### src/rtl/xillybus_mem_regs.sv
// xillybus_mem_regs: seekable 32-bit control/status/scratch bank terminating the Xillybus mem_32 device.
// Word 0 is the control register, word 1 mirrors status_in, words 2..DEPTH-1 are scratch RAM.
module xillybus_mem_regs #(
    parameter int          ADDR_W   = 5,
    parameter logic [31:0] CTRL_RST = 32'h0000_0000
) (
    input  logic        bus_clk,
    input  logic        bus_rst_n,
    input  logic        quiesce,
    input  logic [31:0] user_mem_32_addr,
    input  logic        user_mem_32_addr_update,
    input  logic        user_w_mem_32_wren,
    input  logic [31:0] user_w_mem_32_data,
    output logic        user_w_mem_32_full,
    input  logic        user_w_mem_32_open,
    input  logic        user_r_mem_32_rden,
    output logic [31:0] user_r_mem_32_data,
    output logic        user_r_mem_32_empty,
    output logic        user_r_mem_32_eof,
    input  logic        user_r_mem_32_open,
    output logic [31:0] ctrl_reg,
    input  logic [31:0] status_in
);
    localparam int DEPTH = 1 << ADDR_W;

    logic [31:0]       mem [DEPTH];
    logic [31:0]       ctrl_q, status_q, rd_q, word;
    logic [ADDR_W:0]   ptr, ptr_nx, ptr_inc;
    logic [ADDR_W-1:0] wa;
    logic              rd_v, at_end, wr_ok, rd_go, chg, unused;

    // A seek combined with a write targets the new address, then steps past it.
    always_comb begin
        at_end  = ptr[ADDR_W];
        ptr_inc = at_end ? ptr : ptr + (ADDR_W+1)'(1);
        rd_go   = user_r_mem_32_rden & rd_v;
        wa      = user_mem_32_addr_update ? user_mem_32_addr[ADDR_W-1:0] : ptr[ADDR_W-1:0];
        wr_ok   = user_w_mem_32_wren & !quiesce & (user_mem_32_addr_update | !at_end);
        ptr_nx  = quiesce ? '0 :
                  user_mem_32_addr_update ? {1'b0, wa} + (ADDR_W+1)'(user_w_mem_32_wren) :
                  (user_w_mem_32_wren | rd_go) ? ptr_inc : ptr;
        chg     = quiesce | user_mem_32_addr_update | user_w_mem_32_wren | rd_go;
        word    = (ptr[ADDR_W-1:0] == '0) ? ctrl_q :
                  (ptr[ADDR_W-1:0] == ADDR_W'(1)) ? status_q : mem[ptr[ADDR_W-1:0]];
    end

    always_ff @(posedge bus_clk or negedge bus_rst_n) begin
        if (!bus_rst_n) begin
            ptr      <= '0;
            rd_v     <= 1'b0;
            rd_q     <= '0;
            ctrl_q   <= CTRL_RST;
            status_q <= '0;
        end else begin
            ptr      <= ptr_nx;
            status_q <= status_in;
            rd_v     <= !chg & !at_end;
            if (!chg && !at_end) rd_q <= word;
            if (wr_ok && wa == '0) ctrl_q <= user_w_mem_32_data;
        end
    end

    // Scratch words carry no reset so they can map onto distributed RAM.
    always_ff @(posedge bus_clk)
        if (wr_ok && wa > ADDR_W'(1)) mem[wa] <= user_w_mem_32_data;

    assign user_w_mem_32_full  = 1'b0;
    assign user_r_mem_32_data  = rd_q;
    assign user_r_mem_32_empty = !rd_v;
    assign user_r_mem_32_eof   = at_end & !rd_v;
    assign ctrl_reg            = ctrl_q;
    assign unused = &{1'b0, user_w_mem_32_open, user_r_mem_32_open, user_mem_32_addr[31:ADDR_W]};
endmodule

### config.mk
export PLATFORM = sky130hd
export DESIGN_NAME = xillybus_mem_regs
export DESIGN_NICKNAME = d
export VERILOG_FILES = /design/src/rtl/xillybus_mem_regs.sv
export SDC_FILE = /design/constraint.sdc
export NUM_CORES = 1
export LEC_CHECK = 0
export BUFFER_PORTS_ARGS = -buffer_cell sky130_fd_sc_hd__buf_2
export CAP_MARGIN = 15
export CORE_MARGIN = 10
export CORE_UTILIZATION = 25
export DETAILED_ROUTE_END_ITERATION = 8
export SLEW_MARGIN = 20
export SYNTH_ARGS = -nofsm -noshare
export SYNTH_HDL_FRONTEND = slang
export SYNTH_SLANG_ARGS = --single-unit
### constraint.sdc
create_clock -name bus_clk -period 10.2 [get_ports bus_clk]
set_input_delay 1.02 -clock bus_clk [delete_from_list [all_inputs] [get_ports bus_clk]]
set_output_delay 1.02 -clock bus_clk [all_outputs]
set_load 0.02 [all_outputs]
== Word level (Yosys, flattened, before mapping) ==
Memory sizes are Yosys's and may differ from the RTL's.
Index checks and enable logic that the tools add are counted.
Operators by class
  $add $sub $neg: 2
  multipliers: 0
  divide/modulo/power cells: 0
  $lt $le $gt $ge: 1
  equality and inequality tests: 2
  shift-type cells: 0
  muxes and demuxes: 9
  bitwise gates (word level): 10
  reductions and logical operators: 11
Operators with widths (count)
  32-bit 2-to-1 mux: 2
  6-bit 2-to-1 mux: 4
  5-bit zero test: 2
  5-bit by 1-bit adder with 6-bit output: 1
  6-bit by 1-bit adder with 6-bit output (second input constant): 1
  1-bit bitwise AND: 5
  5-bit by 1-bit == test with 1-bit output (second input constant): 1
  5-bit by 1-bit > comparator with 1-bit output (second input constant): 1
  5-bit 2-to-1 mux: 1
  1-bit OR: 5
  1-bit zero test: 4
  1-bit logical AND: 3
  3-bit inequality test (second input constant): 1
  3-bit nonzero test: 1
  1-bit 2-to-1 mux: 2
  2-bit AND reduction: 1
Word-level totals
  register bits after elaboration: 103
  latch bits: 0
  memory bits (writable): 1024
  bits in read-only memories: 0
  input port bits: 104
  memories kept: 1
Memory list
  mem: words 32, width 32, rd ports 1, clocked after Yosys merged registers in 0, wr ports 1, RTL line 26  | logic [31:0] mem [DEPTH];

== Logic depth before layout (Yosys ltp) ==
Gate-level depths: netlist (run 1).
  depth in word-level cells: 6
  gate-level depth with buffers: 11
  gate-level depth less buffers: 9

== Worst setup path before layout (run 1) ==
Ideal clock, no wire load.
  path kind: input to register
  start point: input port user_mem_32_addr_update
  end point: memory mem[14][0], enable pin
  library setup time: 0.421 ns
  arrival time: 3.265 ns
  data required time: 9.779 ns
  path slack: 6.514 ns
  stages on the path: 6
  buffers on the path: 2
  cells stage by stage: buf_2 buf_1 o31a_1 nor2_1 nand2_1 nor2_1
On the way
  cells in the longest elaborated chain, start to end: 5
RTL lines
  start, declared: RTL line 11  | input logic user_mem_32_addr_update,
  5-bit 2-to-1 mux or 1-bit OR (tied branches): RTL line 37, 38
  5-bit by 1-bit > comparator with 1-bit output or 1-bit bitwise AND (tied branches): RTL line 65, 38
  1-bit logical AND: RTL line 65  | if (wr_ok && wa > ADDR_W'(1)) mem[wa] <= user_w_mem_32_data;
  1-bit 2-to-1 mux: RTL line 65
  1-bit 2-to-1 mux (implied by the code): RTL line 65
  end, declared: RTL line 26
Several ways; a longest one is shown, not always the timed one.

== Worst setup path in the final report (run 1) ==
  start point: register ptr[0]
  end point: memory mem[15][5], enable pin
On the way
  cells in the longest elaborated chain, start to end: 5
RTL lines
  start, declared: RTL line 28  | logic [ADDR_W:0] ptr, ptr_nx, ptr_inc;
  start signal, assigned: RTL line 55  | ptr <= ptr_nx;
  5-bit 2-to-1 mux (*): RTL line 37  | wa = user_mem_32_addr_update ? user_mem_32_addr[ADDR_W-1:0] : ptr[ADDR_W-1:0];
  5-bit by 1-bit > comparator with 1-bit output: RTL line 65
  1-bit logical AND: RTL line 65
  1-bit 2-to-1 mux: RTL line 65
  1-bit 2-to-1 mux (implied by the code): RTL line 65
Mark *: on every way between the ends. The rest lies on a longest branch, timed or not.

==> results of run 1 <==
-- power groups by stage --
| stage | clock [W] | sequential, W | combinational (W) |
|---|---|---|---|
| after global placement | 0 | 0.00538 | 0.00116 |
| final | 0.00401 | 0.00529 | 0.00114 |
| after CTS | 0.00408 | 0.00529 | 0.00117 |
| after global routing | 0.00425 | 0.00531 | 0.00123 |
| after detailed placement | 0 | 0.00539 | 0.00117 |
| after floorplan | 0 | 0.00544 | 0.000608 |
-- layer usage --
layer	routed length (µm)	vias to the layer above
met2	59700	801
met5	58	-
li1	-	9445
met1	48400	11945
met3	8310	204
met4	4240	12
-- layout make-up --
type	instances	area [µm²]	share of cell area (%)
well taps	2325	2910	5.69
clock inverters	52	340	0.666
inverters	10	37.5	0.0734
flip-flops and latches	1127	33300	65.2
clock buffers	162	3230	6.31
diodes	2	5.00	0.00979
multi-input cells	989	10100	19.7
repair buffers	201	1180	2.30
-- cell families (layout without fill, tap and decap cells) --
family / Yosys count / count (layout) / share of synthesized area (%)
xor gates and xnor gates: 4 / 4 / 0.0802
other: 1 / 67 / 0.00858
adders and majority gates: 5 / 5 / 0.143
and+or+nand+nor: 247 / 247 / 2.46
AOI/OAI and AO/OA: 277 / 277 / 4.53
DFF: 1127 / 1127 / 76.2
buffers and inverters: 137 / 425 / 1.89
muxes: 391 / 391 / 14.7
-- worst register-to-register path: stages, from the launching register on --
cell and delay (ns):
dfrtp_4 0.84, inv_1 0.52, buf_4 0.36, o21a_1 0.25, inv_1 0.10, nand2_1 0.45, nor2_4 0.94, buf_4 0.50
-- stage by stage --
step | worst slack (ns) | area (µm²) | hold WS, ns
floorplan | 6.51 | 44000 | 0.508
global placement | 5.80 | 47500 | 0.469
detailed placement | 5.77 | 47500 | 0.474
CTS | 5.77 | 51100 | 0.309
global route | 5.61 | 51100 | 0.334
finish | 5.86 | 51100 | 0.296
-- worst max path at each step --
stage                                 start     endpoint  slack, ns  cells after the start
CTS                                  ptr[0]  mem[15][12]       5.77                      7
global placement                     ptr[0]  mem[15][22]       5.80                      7
floorplan           user_mem_32_addr_update   mem[14][0]       6.51                      6
detailed placement                   ptr[0]   mem[15][5]       5.77                      7
global route                         ptr[0]  mem[15][12]       5.61                      7
finish                               ptr[0]   mem[15][5]       5.86                      7
-- Yosys cell counts, types with 2 or more instances --
cell,instances,area (µm²)
a2111oi_0,12,105
a211o_1,3,26.3
a211oi_1,13,97.6
a21oi_1,64,320
a221o_1,15,150
a221oi_1,10,87.6
a22o_1,2,17.5
a22oi_1,62,465
a31oi_1,3,18.8
and2_1,17,106
buf_1,6,22.5
buf_2,25,125
buf_4,32,240
buf_6,13,146
buf_8,4,60.1
clkbuf_1,45,169
dfrtp_1,103,2580
edfxtp_1,1024,30700
ha_1,5,62.6
inv_1,8,30.0
inv_2,2,7.51
mux2_2,40,450
mux2i_1,155,1550
mux4_2,195,4390
nand2_1,70,263
nand2b_1,5,31.3
nand3_1,20,100
nand4_1,3,18.8
nor2_1,107,402
nor2b_1,7,43.8
nor3_1,8,40.0
nor3b_1,2,15.0
o2111ai_1,4,35.0
o211ai_1,4,30.0
o21a_1,3,22.5
o21ai_0,24,120
o221ai_1,29,254
o22a_1,3,26.3
o22ai_1,11,68.8
o2bb2ai_1,2,17.5
o31ai_1,2,15.0
o32ai_1,4,35.0
or2_2,2,12.5
xnor2_1,3,26.3
==> impl_metrics.toml, run 1 <==
[yosys]
netlist_area_um2 = 43700
syn_area_per_cell_um2 = 20.0
synth-main-ff-cell = "edfxtp_1"
seq_area_frac_synth_pct = 76.2
ys_ff_latch = 1127
synth_edf_count = 1024
syn_inst = 2189
yosys_warnings = 0
synth_cell_type_count = 62
synthArstFlopShare_pct = 9.14

[power]
max-vdd-ir-drop_uv = 157
switching_power_w = 0.00260
p_comb_share_pct = 11.0
cellLeakagePower_nw = 16.3
power_frac_clock_pct = 38.4
total_power_w = 0.0104
seq_power_share_pct = 50.7
p_int_w = 0.00784
power_density_nw_per_um2 = 204
p_sw_share_pct = 24.9

[critical_path]
r2r-start = "ptr[0]"
reg2reg_to = "mem[15][5]"
slowest_delay_ns = 0.93
cp_num_buf_inv = 4
worstPathMaxFanout = 33
required_ns = 10.55
critPathKind = "flip-flop to flip-flop"
crit_family = "buffers and inverters"
rrSetupSlack_ns = 5.86
end_kind = "flip-flop"
reg2regPathDepth = 7
cpMaxStageDelayCell = "nor2_4"
critPathArrivalTime_ns = 4.69
path_cells = "inv_1 -> buf_4 -> o21a_1 -> inv_1 -> nand2_1 -> nor2_4 -> buf_4"
critPathLaunchType = "flip-flop"

[floorplan]
die_area_um2 = 192000
die_x_um = 438
coreArea_um2 = 174000
rows = 153
chipHeight_um = 438
ios = 171
start_util_pct = 25.2

[final_layout]
largest_register_ffs = 1024
fin_util_pct = 29.4
area_delta_synth_final_pct = 16.9
final_common_cell = "edfxtp_1"
nFillCells = 17140
regMostFlops = "mem"
final_cells = 4868
nNetsFinal = 2553
final_cell_mix = "1024 x edfxtp_1, 195 x mux4_2, 155 x mux2i_1, 139 x buf_2, 117 x clkbuf_16"
drive_gt1_share_pct = 25.5

[global_routing]
grt_pass1_vias = 22749
use_met3_pct = 2.35
grt_use_met2_pct = 20.6
grt_max_degree = 112
grtUsageTotal_pct = 12.2
grt_first_pass_wirelength_um = 171000
overflow = 0
antenna_found_initial = 19
gr-usage-met1_pct = 15.5
grt-busiest-layer = "met2"

[hold_path]
hold_path_class = "input port to async pin"

[placement]
hpwlAfterDp_um = 70900
post-place-cells = 4652
place.gp.congestion = 0.764
numPortBuffers = 140

[run]
cap_violations = 0

[detailed_routing]
route.detailed.drc = 0
ant_nets = 0
wl_um = 121000
drt-initial-drc-count = 2080
wire_per_inst_um = 24.8
vias = 22407
viasPerCell = 4.60
dr.pass1.iters = 5

[timing]
finalSetupViolCount = 0
setup_tns_ns = 0
tightest_slew_ns = 1.17
skew_ns = 0.0286
slew_headroom_pct = 22.0
hold_viol_final = 0
rsz0062_at_grt = "false"
slew_viol_final = 0
timing.fmax_mhz = 230
fin_crit_sh_pct = 42.5
period_minus_slack_ns = 4.34

[run_status]
status = "complete, no violations"

[cts]
post_cts_buffers = 0
clk_path_buf_depth = 3
cts_sinks = 1127
clk_pin_slew_worst_paths_ns = 0.06
cts_repair_resize_count = 0
cts_made_buffers = 115
cts-root-buf = "clkbuf_16"
h-tree-depth = 3
hold_buffers = 0
tritoncts = "yes"
insertion_delay_ns = 0.71
Note: power is estimated with default switching activity, not from simulation.
==> run 2: changes to the inputs <==
==> constraint.sdc (replaced) <==
create_clock -name bus_clk -period 3.9 [get_ports bus_clk]
set_input_delay 0.39 -clock bus_clk [delete_from_list [all_inputs] [get_ports bus_clk]]
set_output_delay 0.39 -clock bus_clk [all_outputs]
set_load 0.02 [all_outputs]
==> run 2 against run 1 <==
  * Hold slack worse by 0.18 ns
  * Cell count up 1.6%
  * Die area unchanged
  * Total power rose to 2.7 times the previous value
  * Highest routed layer unchanged
  * Core utilization up 0.60 points
  * Combinational power rose to 2.7 times the previous value
  * Clock skew up 0.043 ns
  * Global-route usage down 0.062 points
  * Critical endpoint is now mem[18][12]
  * Setup slack worse by 5.1 ns
==> impl_metrics.toml, run 2 (same netlist as run 1, synthesis figures left out) <==
[run_status]
status = "complete, no violations"

[power]
power_density_nw_per_um2 = 532
cellLeakagePower_nw = 16.8
total_power_w = 0.0277
max-vdd-ir-drop_uv = 317

[final_layout]
area_delta_synth_final_pct = 19.3
final_common_cell = "edfxtp_1"
final_cell_mix = "1024 x edfxtp_1, 195 x mux4_2, 155 x mux2i_1, 139 x buf_2, 114 x clkbuf_16"
nNetsFinal = 2631
design_area_um2 = 52200
regMostFlops = "mem"
fin_util_pct = 30.0
largest_register_ffs = 1024
drive_gt1_share_pct = 26.9

[timing]
slew_headroom_pct = 31.1
fin_crit_sh_pct = 81.6
tightest_slew_ns = 1.01
period_minus_slack_ns = 3.18
slew_viol_final = 0
finalSetupViolCount = 0
hold_viol_final = 0
skew_ns = 0.0713
rsz0062_at_grt = "false"
setup_tns_ns = 0
timing.fmax_mhz = 314

[global_routing]
grt_pass1_vias = 23229
grtUsageTotal_pct = 12.1
antenna_found_initial = 17
grt_first_pass_wirelength_um = 171000
overflow = 0
grt_max_degree = 87

[floorplan]
chipHeight_um = 438
die_x_um = 438
ios = 171
coreArea_um2 = 174000
rows = 153
die_area_um2 = 192000
start_util_pct = 25.2

[hold_path]
hold_path_class = "input port to flip-flop"
whs_path_depth = 4

[critical_path]
reg2regPathDepth = 6
critPathLaunchType = "flip-flop"
end_kind = "flip-flop"
required_ns = 4.25
worstPathMaxFanout = 21
critPathKind = "flip-flop to flip-flop"
critPathArrivalTime_ns = 3.53

[detailed_routing]
dr.pass1.iters = 5
vias = 22829
wl_um = 120000
drt-initial-drc-count = 2235
route.detailed.drc = 0
ant_nets = 0
wire_per_inst_um = 24.2
viasPerCell = 4.61

[cts]
cts-root-buf = "clkbuf_16"
post_cts_buffers = 0
cts_made_buffers = 112
cts_repair_resize_count = 0
cts_sinks = 1127
tritoncts = "yes"
clk_path_buf_depth = 3
h-tree-depth = 3
clk_pin_slew_worst_paths_ns = 0.06
insertion_delay_ns = 0.72

[placement]
placed_area_um2 = 48100
numPortBuffers = 140
place.gp.congestion = 0.787
hpwlAfterDp_um = 73100

[run]
cap_violations = 0
run 2: cell type report:
| type | instances | area (µm²) |
|---|---|---|
| antenna | 1 | 2.50 |
| clock buffer | 166 | 3280 |
| clock inverter | 47 | 474 |
| fill | 17132 | 122000 |
| inverter | 10 | 37.5 |
| multi-input combinational | 989 | 10100 |
| sequential | 1127 | 33300 |
| tap | 2325 | 2910 |
| timing repair buffer | 282 | 2060 |
run 2: final timing paths:
kind,slack [ns],to,startpoint
max in group asynchronous,2.66,user_r_mem_32_data[1],bus_rst_n
setup / recovery,0.72,mem[18][12],ptr[1]
setup reg to reg,0.72,mem[18][12],ptr[1]
min in group asynchronous,0.30,status_q[22],bus_rst_n
hold / removal,0.11,ptr[5],user_mem_32_addr[4]
hold reg to reg,0.49,user_r_mem_32_data[2],user_r_mem_32_data[2]
run 2: worst max-delay path: stages, from the launching register on:
cell and delay [ns]:
dfrtp_4 0.63, inv_1 0.25, o31a_1 0.35, nor2_1 0.14, nand2_1 0.48, nor2_4 0.64
buf_12 0.30
run 2: where the power goes:
part | switching (W) | internal, W | leakage (nW)
Clock | 0.00459 | 0.00623 | 1.84
Combinational | 0.00194 | 0.00115 | 4.47
Sequential | 0.000281 | 0.0135 | 10.5
run 2: what timing repair did:
item | CTS | global route
hold buffers | 34 | 0
endpoints found under the hold margin | 95 | 0
endpoints found under the setup margin | 0 | 0
run 2: layer usage:
metal	vias up	track usage, %	share of wire, %
met4	10	3.42	2.7
met5	-	0	0.041
li1	9610	-	-
met1	12192	16.0	41
met3	183	2.17	6.8
met2	834	20.2	49
run 2: stage by stage:
step / hold slack (ns) / std cells / worst slack [ns]
finish: 0.113 / 4947 / 0.719
global route: 0.112 / 4946 / 0.611
CTS: 0.0644 / 4946 / 0.700
detailed placement: 0.467 / 4699 / 0.757
global placement: 0.457 / 4699 / 0.738
floorplan: 0.0944 / 2253 / 0.507
==> run 3: changes to the inputs <==
--- a/config.mk
+++ b/config.mk
@@ -5,6 +5,7 @@
 export SDC_FILE = /design/constraint.sdc
 export NUM_CORES = 1
 export LEC_CHECK = 0
+export ABC_AREA = 1
 export BUFFER_PORTS_ARGS = -buffer_cell sky130_fd_sc_hd__buf_2
 export CAP_MARGIN = 15
 export CORE_MARGIN = 10
==> constraint.sdc (replaced) <==
create_clock -name bus_clk -period 2.9 [get_ports bus_clk]
set_input_delay 0.29 -clock bus_clk [delete_from_list [all_inputs] [get_ports bus_clk]]
set_output_delay 0.29 -clock bus_clk [all_outputs]
set_load 0.02 [all_outputs]
==> run 3 against run 2 <==
  * Final area rose by 6.8%
  * Synthesized cell count rose by 98%
  * Routed wire length rose by 12%
  * Register-to-register slack got worse by 0.44 ns
  * Die area rose by 6.4%
  * Largest power group unchanged
  * Highest routed layer unchanged
==> impl_metrics.toml, run 3 <==
[run_status]
status = "complete, no violations"

[placement]
preCtsSetupSlack_ns = 0.274
post-place-cells = 6914
placed_area_um2 = 51300
place.gp.congestion = 0.789
hpwlAfterDp_um = 78700
numPortBuffers = 140

[yosys]
seq_area_frac_synth_pct = 71.4
synth-main-ff-cell = "edfxtp_1"
synth_top_area_share_pct = 65.9
yosys.area.top_type = "edfxtp_1"
ys_ff_latch = 1127
synth_cell_type_count = 34
synth_area_leaders = "edfxtp_1 66%, nand2_1 13%, dfrtp_1 5.5%, nor2_1 3.7%, nand3_1 3.6%"
synth_common_cells = "1554 x nand2_1, 1024 x edfxtp_1, 465 x nor2_1"
yosys_warnings = 0
synthArstFlopShare_pct = 9.14
synth.most_common_cell = "nand2_1"
syn_inst = 4335
synth_edf_count = 1024
netlist_area_um2 = 46600
syn_area_per_cell_um2 = 10.8

[final_layout]
design_area_um2 = 55700
area_delta_synth_final_pct = 19.4
final_common_cell = "nand2_1"
final_cells = 7173
largest_register_ffs = 1024
fin_util_pct = 30.0
drive_gt1_share_pct = 10.9
regMostFlops = "mem"
nNetsFinal = 4697
final_cell_mix = "1554 x nand2_1, 1024 x edfxtp_1, 435 x nor2_1, 330 x nand3_1, 236 x inv_1"

[critical_path]
worstPathMaxFanout = 18
reg2reg_to = "mem[28][4]"
r2r-start = "ptr[1]"
critPathLaunchType = "input port"
endpoint = "mem[28][4]"
reg2regPathDepth = 7
crit_path_frequent_cell = "buf_4"
path_cells = "dlygate4sd3_1 -> buf_2 -> inv_2 -> a211oi_1 -> nand2_2 -> buf_4 -> nor2_4 -> buf_4"
end_kind = "flip-flop"
cpMaxStageDelayCell = "dlygate4sd3_1"
critPathArrivalTime_ns = 3.04
worstSetupStartpoint = "user_mem_32_addr_update"
slowest_delay_ns = 0.61
rrSetupSlack_ns = 0.28
required_ns = 3.27
critPathKind = "input port to flip-flop"

[global_routing]
grt_first_pass_wirelength_um = 199000
overflow = 0
antenna_found_initial = 26
grtUsageTotal_pct = 12.7
grt_pass1_vias = 30325
grt_max_degree = 136

[timing]
timing.fmax_mhz = 374
skew_ns = 0.0226
period_minus_slack_ns = 2.67
hold_slack_ns = 0.0361
setup_ws_ns = 0.228
fin_crit_sh_pct = 92.1
finalSetupViolCount = 0
rsz0062_at_grt = "false"
slew_headroom_pct = 43.2
slew_viol_final = 0
tightest_slew_ns = 0.853
hold_viol_final = 0

[power]
cellLeakagePower_nw = 21.6
p_int_w = 0.0292
seq_power_share_pct = 46.0
p_sw_share_pct = 27.6
power_frac_clock_pct = 38.3
max-vdd-ir-drop_uv = 483
switching_power_w = 0.0112
p_comb_share_pct = 15.7
power_density_nw_per_um2 = 725

[cts]
cts-root-buf = "clkbuf_16"
insertion_delay_ns = 0.72
tritoncts = "yes"
cts_sinks = 1127
cts_repair_resize_count = 0
cts_made_buffers = 117
clk_path_buf_depth = 3
post_cts_buffers = 0
h-tree-depth = 3
clk_pin_slew_worst_paths_ns = 0.06

[run]
cap_violations = 0

[floorplan]
rows = 158
die_area_um2 = 204000
coreArea_um2 = 185000
die_x_um = 452
ios = 171
start_util_pct = 25.2
chipHeight_um = 452

[detailed_routing]
wl_um = 134000
route.detailed.drc = 0
wire_per_inst_um = 18.7
viasPerCell = 4.41
drt-initial-drc-count = 2710
ant_nets = 0
dr.pass1.iters = 6
vias = 31667

[hold_path]
min-delay-start = "user_w_mem_32_data[10]"
hold_path_class = "input port to flip-flop"
## run 3: cell types whose count changed in the layout (fill, tap and decap cells not counted), moves of 189 or more
cell     previous run  this run
mux4_2            195         0
nand2_1            68      1554
nor2_1             74       435
nand3_1            20       330
o21ai_0            24       213
inv_1               8       236
## run 3: timing repair
| action | in CTS | in global routing |
|---|---|---|
| setup endpoints to repair | 0 | 0 |
| hold endpoints to repair | 78 | 0 |
| hold buffers | 35 | 0 |
## run 3: power groups by stage
| stage | sequential (W) | clock (W) | combinational, W |
|---|---|---|---|
| global route | 0.0186 | 0.0164 | 0.00702 |
| global placement | 0.0189 | 0 | 0.00632 |
| CTS | 0.0186 | 0.0157 | 0.00642 |
| detailed placement | 0.0189 | 0 | 0.00634 |
| finish | 0.0186 | 0.0155 | 0.00634 |
| floorplan | 0.0193 | 0 | 0.00332 |
## run 3: critical path, delay by kind of cell
family	cells	cell delay [ns]
compound gates	1	0.57
buf+inv	5	1.72
simple gates	2	0.44
## run 3: stage by stage
step                power [W]  setup TNS (ns)
finish                 0.0404               0
global placement       0.0252               0
detailed placement     0.0252               0
global route           0.0420               0
CTS                    0.0407               0
floorplan              0.0226          -50.93
## run 3: cell type report
cell class                 instances  area (µm²)
timing repair buffer             306        2550
antenna                            3        7.51
fill                           18864      130000
tap                             2480        3100
inverter                         243         925
sequential                      1127       33300
clock inverter                    62         729
clock buffer                     159        3290
multi-input combinational       2793       11800
## run 3: kinds of logic (layout without fill, tap and decap cells)
kind of cell / Yosys count / after routing / share of synthesized area [%]
XOR/XNOR: 1 / 1 / 0.0188
AND/OR/NAND/NOR: 2371 / 2371 / 20.1
adder cells (fa/ha/maj): 5 / 5 / 0.134
multiplexers: 2 / 2 / 0.0483
AO/OA/AOI/OAI: 349 / 349 / 3.86
buffers and inverters: 479 / 770 / 4.38
flip-flops: 1127 / 1127 / 71.4
other: 1 / 68 / 0.00804
## run 3: worst min-delay path by stage
stage	end	depth (start not counted)
after floorplan	ctrl_reg[0]	0
after detailed placement	ctrl_reg[4]	1
final	mem[0][10]	1
after global routing	mem[0][10]	1
after global placement	status_q[11]	1
after CTS	rd_v	6
## run 3: metal layers
metal	track usage, %	part of all wire [%]	wire (µm)	vias up
met5	0	0.070	94	-
met4	5.02	4.0	5360	14
met3	2.10	5.9	7880	271
met2	21.1	48	64200	961
met1	16.5	42	56400	15507
li1	-	-	-	14914
